**config.mk**
```make
export PLATFORM = sky130hd
export DESIGN_NAME = breakout_ctrl
export DESIGN_NICKNAME = d
export VERILOG_FILES = /design/src/rtl/breakout_pkg.sv /design/src/rtl/bcd_inc4.sv /design/src/rtl/breakout_ctrl.sv
export SDC_FILE = /design/constraint.sdc
export NUM_CORES = 1
export LEC_CHECK = 0
export BUFFER_PORTS_ARGS = -buffer_cell sky130_fd_sc_hd__buf_4
export CAP_MARGIN = 10
export CORE_MARGIN = 2
export CORE_UTILIZATION = 56
export CTS_CLUSTER_DIAMETER = 60
export CTS_CLUSTER_SIZE = 20
export DETAILED_ROUTE_END_ITERATION = 8
export PLACE_DENSITY_LB_ADDON = 0.1
export SYNTH_ARGS = -nofsm -noshare
export SYNTH_HDL_FRONTEND = slang
export SYNTH_HIERARCHICAL = 1
export SYNTH_SLANG_ARGS = --single-unit
```
**constraint.sdc**
```tcl
create_clock -name clk -period 3.3 [get_ports clk]
set_input_delay 0.165 -clock clk [delete_from_list [all_inputs] [get_ports clk]]
set_output_delay 0.165 -clock clk [all_outputs]
set_load 0.02 [all_outputs]
```
**src/rtl/breakout_pkg.sv**
```systemverilog
// Shared definitions for the breakout game controller: state encoding and BCD score geometry.
package breakout_pkg;

  typedef enum logic [1:0] {
    NEWGAME = 2'b00,
    PLAY    = 2'b01,
    NEWBALL = 2'b10,
    OVER    = 2'b11
  } state_t;

  localparam int BCD_DIGIT_W = 4;
  localparam int BCD_DIGITS  = 4;
  localparam int SCORE_W     = BCD_DIGIT_W * BCD_DIGITS;
  localparam logic [SCORE_W-1:0] SCORE_MAX = 16'h9999;

endpackage

```
**src/rtl/bcd_inc4.sv**
```systemverilog
// Combinational 4-digit packed-BCD increment that saturates at 9999.
module bcd_inc4
  import breakout_pkg::*;
(
  input  logic [SCORE_W-1:0] din,
  output logic [SCORE_W-1:0] dout
);

  // carry[gi] is set when digit gi must step; digit 0 steps unless already saturated
  logic [BCD_DIGITS-1:0] carry;

  assign carry[0] = (din != SCORE_MAX);

  for (genvar gi = 0; gi < BCD_DIGITS; gi++) begin : g_digit
    logic [BCD_DIGIT_W-1:0] d;
    assign d = din[gi*BCD_DIGIT_W +: BCD_DIGIT_W];
    assign dout[gi*BCD_DIGIT_W +: BCD_DIGIT_W] =
      !carry[gi] ? d : ((d == 4'd9) ? 4'd0 : d + 4'd1);
    if (gi < BCD_DIGITS - 1) begin : g_carry
      assign carry[gi+1] = carry[gi] && (d == 4'd9);
    end
  end

endmodule

```
**src/rtl/breakout_ctrl.sv**
```systemverilog
// Breakout game-state controller: keypad start/serve, BCD score, balls and hold timer.
// Define BREAKOUT_CTRL_HISCORE_EN to add a high-score register shown on seg_data.
module breakout_ctrl
  import breakout_pkg::*;
#(
  parameter int         BALLS      = 3,
  parameter int         HOLD_TICKS = 120,
  parameter logic [4:0] START_KEY  = 5'h11
) (
  input  logic        clk,
  input  logic        rstn,
  input  logic [4:0]  key_code,
  input  logic        key_ready,
  input  logic        frame_tick,
  input  logic        hit,
  input  logic        miss,
  output logic        gra_still,
  output logic [1:0]  state,
  output logic [1:0]  balls,
  output logic [15:0] score,
  output logic [31:0] seg_data
);

  localparam int TW = $clog2(HOLD_TICKS + 1);
  localparam logic [TW-1:0] HOLD_MAX   = TW'(HOLD_TICKS);
  localparam logic [1:0]    BALLS_INIT = 2'(BALLS);

  state_t               state_reg, state_next;
  logic                 gra_still_reg, gra_still_next;
  logic [1:0]           balls_reg, balls_next;
  logic [SCORE_W-1:0]   score_reg, score_next, score_inc;
  logic [TW-1:0]        timer_reg, timer_next, timer_inc;
  logic                 key_reg;
  logic                 press;

  bcd_inc4 u_bcd_inc4 (
    .din  (score_reg),
    .dout (score_inc)
  );

  // rising edge of the held-key level, qualified by the start code
  assign press     = key_ready && !key_reg && (key_code == START_KEY);
  assign timer_inc = (frame_tick && timer_reg != HOLD_MAX) ? timer_reg + 1'b1 : timer_reg;

  always_comb begin
    state_next = state_reg;
    balls_next = balls_reg;
    score_next = score_reg;
    timer_next = timer_reg;
    case (state_reg)
      NEWGAME: begin
        timer_next = '0;
        if (press) begin
          state_next = PLAY;
          score_next = '0;
          balls_next = BALLS_INIT;
        end
      end
      PLAY: begin
        if (hit) score_next = score_inc;
        if (miss) begin
          timer_next = '0;
          if (balls_reg > 2'd1) begin
            balls_next = balls_reg - 2'd1;
            state_next = NEWBALL;
          end else begin
            balls_next = 2'd0;
            state_next = OVER;
          end
        end
      end
      NEWBALL: begin
        timer_next = timer_inc;
        if (press || timer_reg == HOLD_MAX) state_next = PLAY;
      end
      default: begin
        timer_next = timer_inc;
        if (timer_reg == HOLD_MAX) state_next = NEWGAME;
      end
    endcase
    gra_still_next = (state_next != PLAY);
  end

  always_ff @(posedge clk or negedge rstn) begin
    if (!rstn) begin
      state_reg     <= NEWGAME;
      gra_still_reg <= 1'b1;
      balls_reg     <= BALLS_INIT;
      score_reg     <= '0;
      timer_reg     <= '0;
      key_reg       <= 1'b0;
    end else begin
      state_reg     <= state_next;
      gra_still_reg <= gra_still_next;
      balls_reg     <= balls_next;
      score_reg     <= score_next;
      timer_reg     <= timer_next;
      key_reg       <= key_ready;
    end
  end

`ifdef BREAKOUT_CTRL_HISCORE_EN
  logic [SCORE_W-1:0] hi_reg;

  // packed BCD orders the same as its decimal value, so a plain compare suffices
  always_ff @(posedge clk or negedge rstn) begin
    if (!rstn) begin
      hi_reg <= '0;
    end else if (state_reg != OVER && state_next == OVER && score_next > hi_reg) begin
      hi_reg <= score_next;
    end
  end

  assign seg_data = {hi_reg, score_reg};
`else
  assign seg_data = {14'h0, balls_reg, score_reg};
`endif

  assign state     = state_reg;
  assign gra_still = gra_still_reg;
  assign balls     = balls_reg;
  assign score     = score_reg;

endmodule

```
==> impl_metrics.py <==
metrics = {
    "power_and_ir_drop": {
        "power.total_uw": 1260,
        "ir_drop_mv": 0.304,
        "powerDensity_nw_per_um2": 498,
        "p_leak_uw": 0.00127,
    },
    "worst_setup_path": {
        "cp-start-kind": "flip-flop",
        "regToRegStartpoint": "score[2]",
        "required_ns": 3.44,
        "critPathLaunch": "score[2]",
        "cp_max_fo": 10,
        "critPathArrivalTime_ns": 2.16,
        "end_kind": "flip-flop",
        "worstSetupPathType": "reg -> reg",
    },
    "routing": {
        "vias": 1797,
        "wl_um": 4340,
        "first_iter_violations": 103,
        "avgViaCountPerCell": 5.35,
        "drcViolationCount": 0,
        "first_pass_iters": 4,
        "wl_per_cell_um": 12.9,
        "detail-route-antenna-nets": 0,
    },
    "yosys": {
        "synth.distinct_cells": 51,
        "synth.avg_cell_area_um2": 8.60,
        "seq_area_frac_synth": 0.329,
        "yosys_warnings": 6,
        "synth-xor-area-share": 0.0355,
        "synthMuxAreaShare": 0.0327,
        "synth_compound_area_frac": 0.174,
        "synth_flop_cell": "dfrtp_1",
        "ys_async_sr_fraction": 1.00,
        "synth_simple_gate_area_frac": 0.258,
        "ys_ff_latch": 29,
        "synth_edf_count": 0,
        "synthesis.area_um2": 2220,
        "synth_top_family_by_area": "simple AND/OR/NAND/NOR gates",
        "yosys.area_share.adder": 0.0113,
        "synthCells": 258,
    },
    "placed_design": {
        "placed_cells": 327,
        "port-buffer-count": 49,
        "gp_congestion": 0.768,
        "place_hpwl_um": 2850,
    },
    "timing": {
        "fin_hold_ws_ns": 0.0135,
        "finalSetupViolations": 0,
        "max_freq_ghz": 0.496,
        "relSlewSlack": 0.629,
        "period_share": 0.612,
        "tightestPinTransition_ns": 0.554,
        "hold_viol": 0,
        "rsz0062_at_grt": "no",
        "post-route-min-period_ns": 2.02,
        "drv_slew": 0,
        "skew_ns": 0.0106,
        "fin_setup_tns_ns": 0,
    },
    "global_routing": {
        "grt_max_degree": 46,
        "grt_pass1_wl_um": 7110,
        "overflow": 0,
        "track_usage": 0.209,
        "antenna_found_initial": 0,
        "grt_pass1_vias": 1595,
    },
    "clock_network": {
        "ctsHoldBuffers": 1,
        "root_buffer": "clkbuf_8",
        "clkTransAtPathRegs_ns": 0.07,
        "cts_buffers": 5,
        "cts_resized": 0,
        "htree_levels": 2,
        "clock_path_buffers": 2,
        "clkLatencyLatePin_ns": 0.28,
        "cts.sinks": 29,
        "cts_tree": "built",
        "post-cts-setup-buffers": 0,
    },
    "floorplan": {
        "core-area_um2": 3740,
        "dieWidth_um": 66.9,
        "start_util": 0.593,
        "pin_count": 64,
        "dieHeight_um": 66.9,
        "dieArea_um2": 4480,
        "rows": 22,
    },
    "final_layout": {
        "largest_reg_flops": 16,
        "diodes": 0,
        "layout_common_cells": "nand2_1 (61), buf_4 (50), dfrtp_1 (26)",
        "final_common_cell": "nand2_1",
        "fillerInstances": 331,
        "drive_gt1_frac": 0.295,
        "multiInputGateArea_um2": 1190,
        "syn2layout_area_growth_pct": 13.6,
        "fin_cells": 336,
        "fin_nets": 300,
        "ff_latch_area_um2": 729,
    },
    "worst_hold_path": {
        "hold_class": "in -> reg",
        "hold_path_startpoint": "key_ready",
    },
    "run": {
        "maxCapViolations": 0,
    },
    "run_status": {
        "status": "finished clean",
    },
}
final timing paths:
path,cells after the start,to,slack (ns)
worst max-delay path,6,score[15],1.28
worst min-delay path,1,key_reg,0.01
worst max register to register,6,score[15],1.28
worst min register to register,2,balls[1],0.53
max in group asynchronous,2,balls[0],2.64
min in group asynchronous,2,state[0],0.35
Yosys cell counts, drive strengths merged, types with 3 or more instances:
master / instances / share of area
xnor2: 6 / 0.024
nor2b: 3 / 0.0085
dfrtp: 26 / 0.29
clkbuf: 3 / 0.0051
nand2: 62 / 0.11
inv: 10 / 0.017
nor2: 11 / 0.019
mux2i: 5 / 0.023
o211ai: 16 / 0.077
o21ai: 4 / 0.0090
buf: 39 / 0.14
nand3: 9 / 0.020
or3: 3 / 0.011
a21oi: 8 / 0.018
and4bb: 4 / 0.023
dfstp: 3 / 0.036
xor2: 3 / 0.012
nor3: 7 / 0.016
nand4: 3 / 0.015
nor3b: 4 / 0.014
a21o: 3 / 0.011
per-layer routing:
| metal | GRT usage | wire [um] | up-vias |
|---|---|---|---|
| met1 | 0.284 | 2090 | 824 |
| met4 | 0.0893 | 57 | 0 |
| met5 | 0 | 0 | - |
| li1 | - | - | 903 |
| met3 | 0.0372 | 314 | 5 |
| met2 | 0.326 | 1870 | 65 |
cell families after synthesis:
| family | count (synthesis) |
|---|---|
| AND/OR/NAND/NOR | 113 |
| buffers and inverters | 52 |
| AO/OA/AOI/OAI | 45 |
| flip-flops | 29 |
| XOR/XNOR | 9 |
| multiplexers | 7 |
| adder cells (fa/ha/maj) | 2 |
| other | 1 |
through the flow:
step,utilization,area (um2),worst slack (ns)
detailed placement,0.639,2390,1.31
global route,0.673,2520,1.15
global placement,0.639,2390,1.33
floorplan,-,2270,1.44
CTS,0.673,2520,1.27
finish,0.673,2520,1.28
worst max-delay path, cell delays in order (launching register included):
cell,delay (ns)
dfrtp_1,0.48
and4bb_1,0.55
nand4_4,0.17
a211o_1,0.26
a221o_1,0.29
nand2_1,0.06
o211ai_1,0.08
where the power goes:
group | internal, uW | switching, uW | leakage [uW]
combinational | 144 | 271 | 0.000911
clock | 245 | 143 | 0.0000574
sequential | 398 | 54.3 | 0.000303
total | 788 | 468 | 0.00127
layout make-up:
type                    instances  share of cell area
clock inverters                 2              0.0149
well taps                      48              0.0238
repair buffers                 51               0.153
clock buffers                   6              0.0328
multi-input cells             190               0.471
inverters                      10              0.0149
flip-flops and latches         29               0.289
Power figures use the tool's default switching activity.
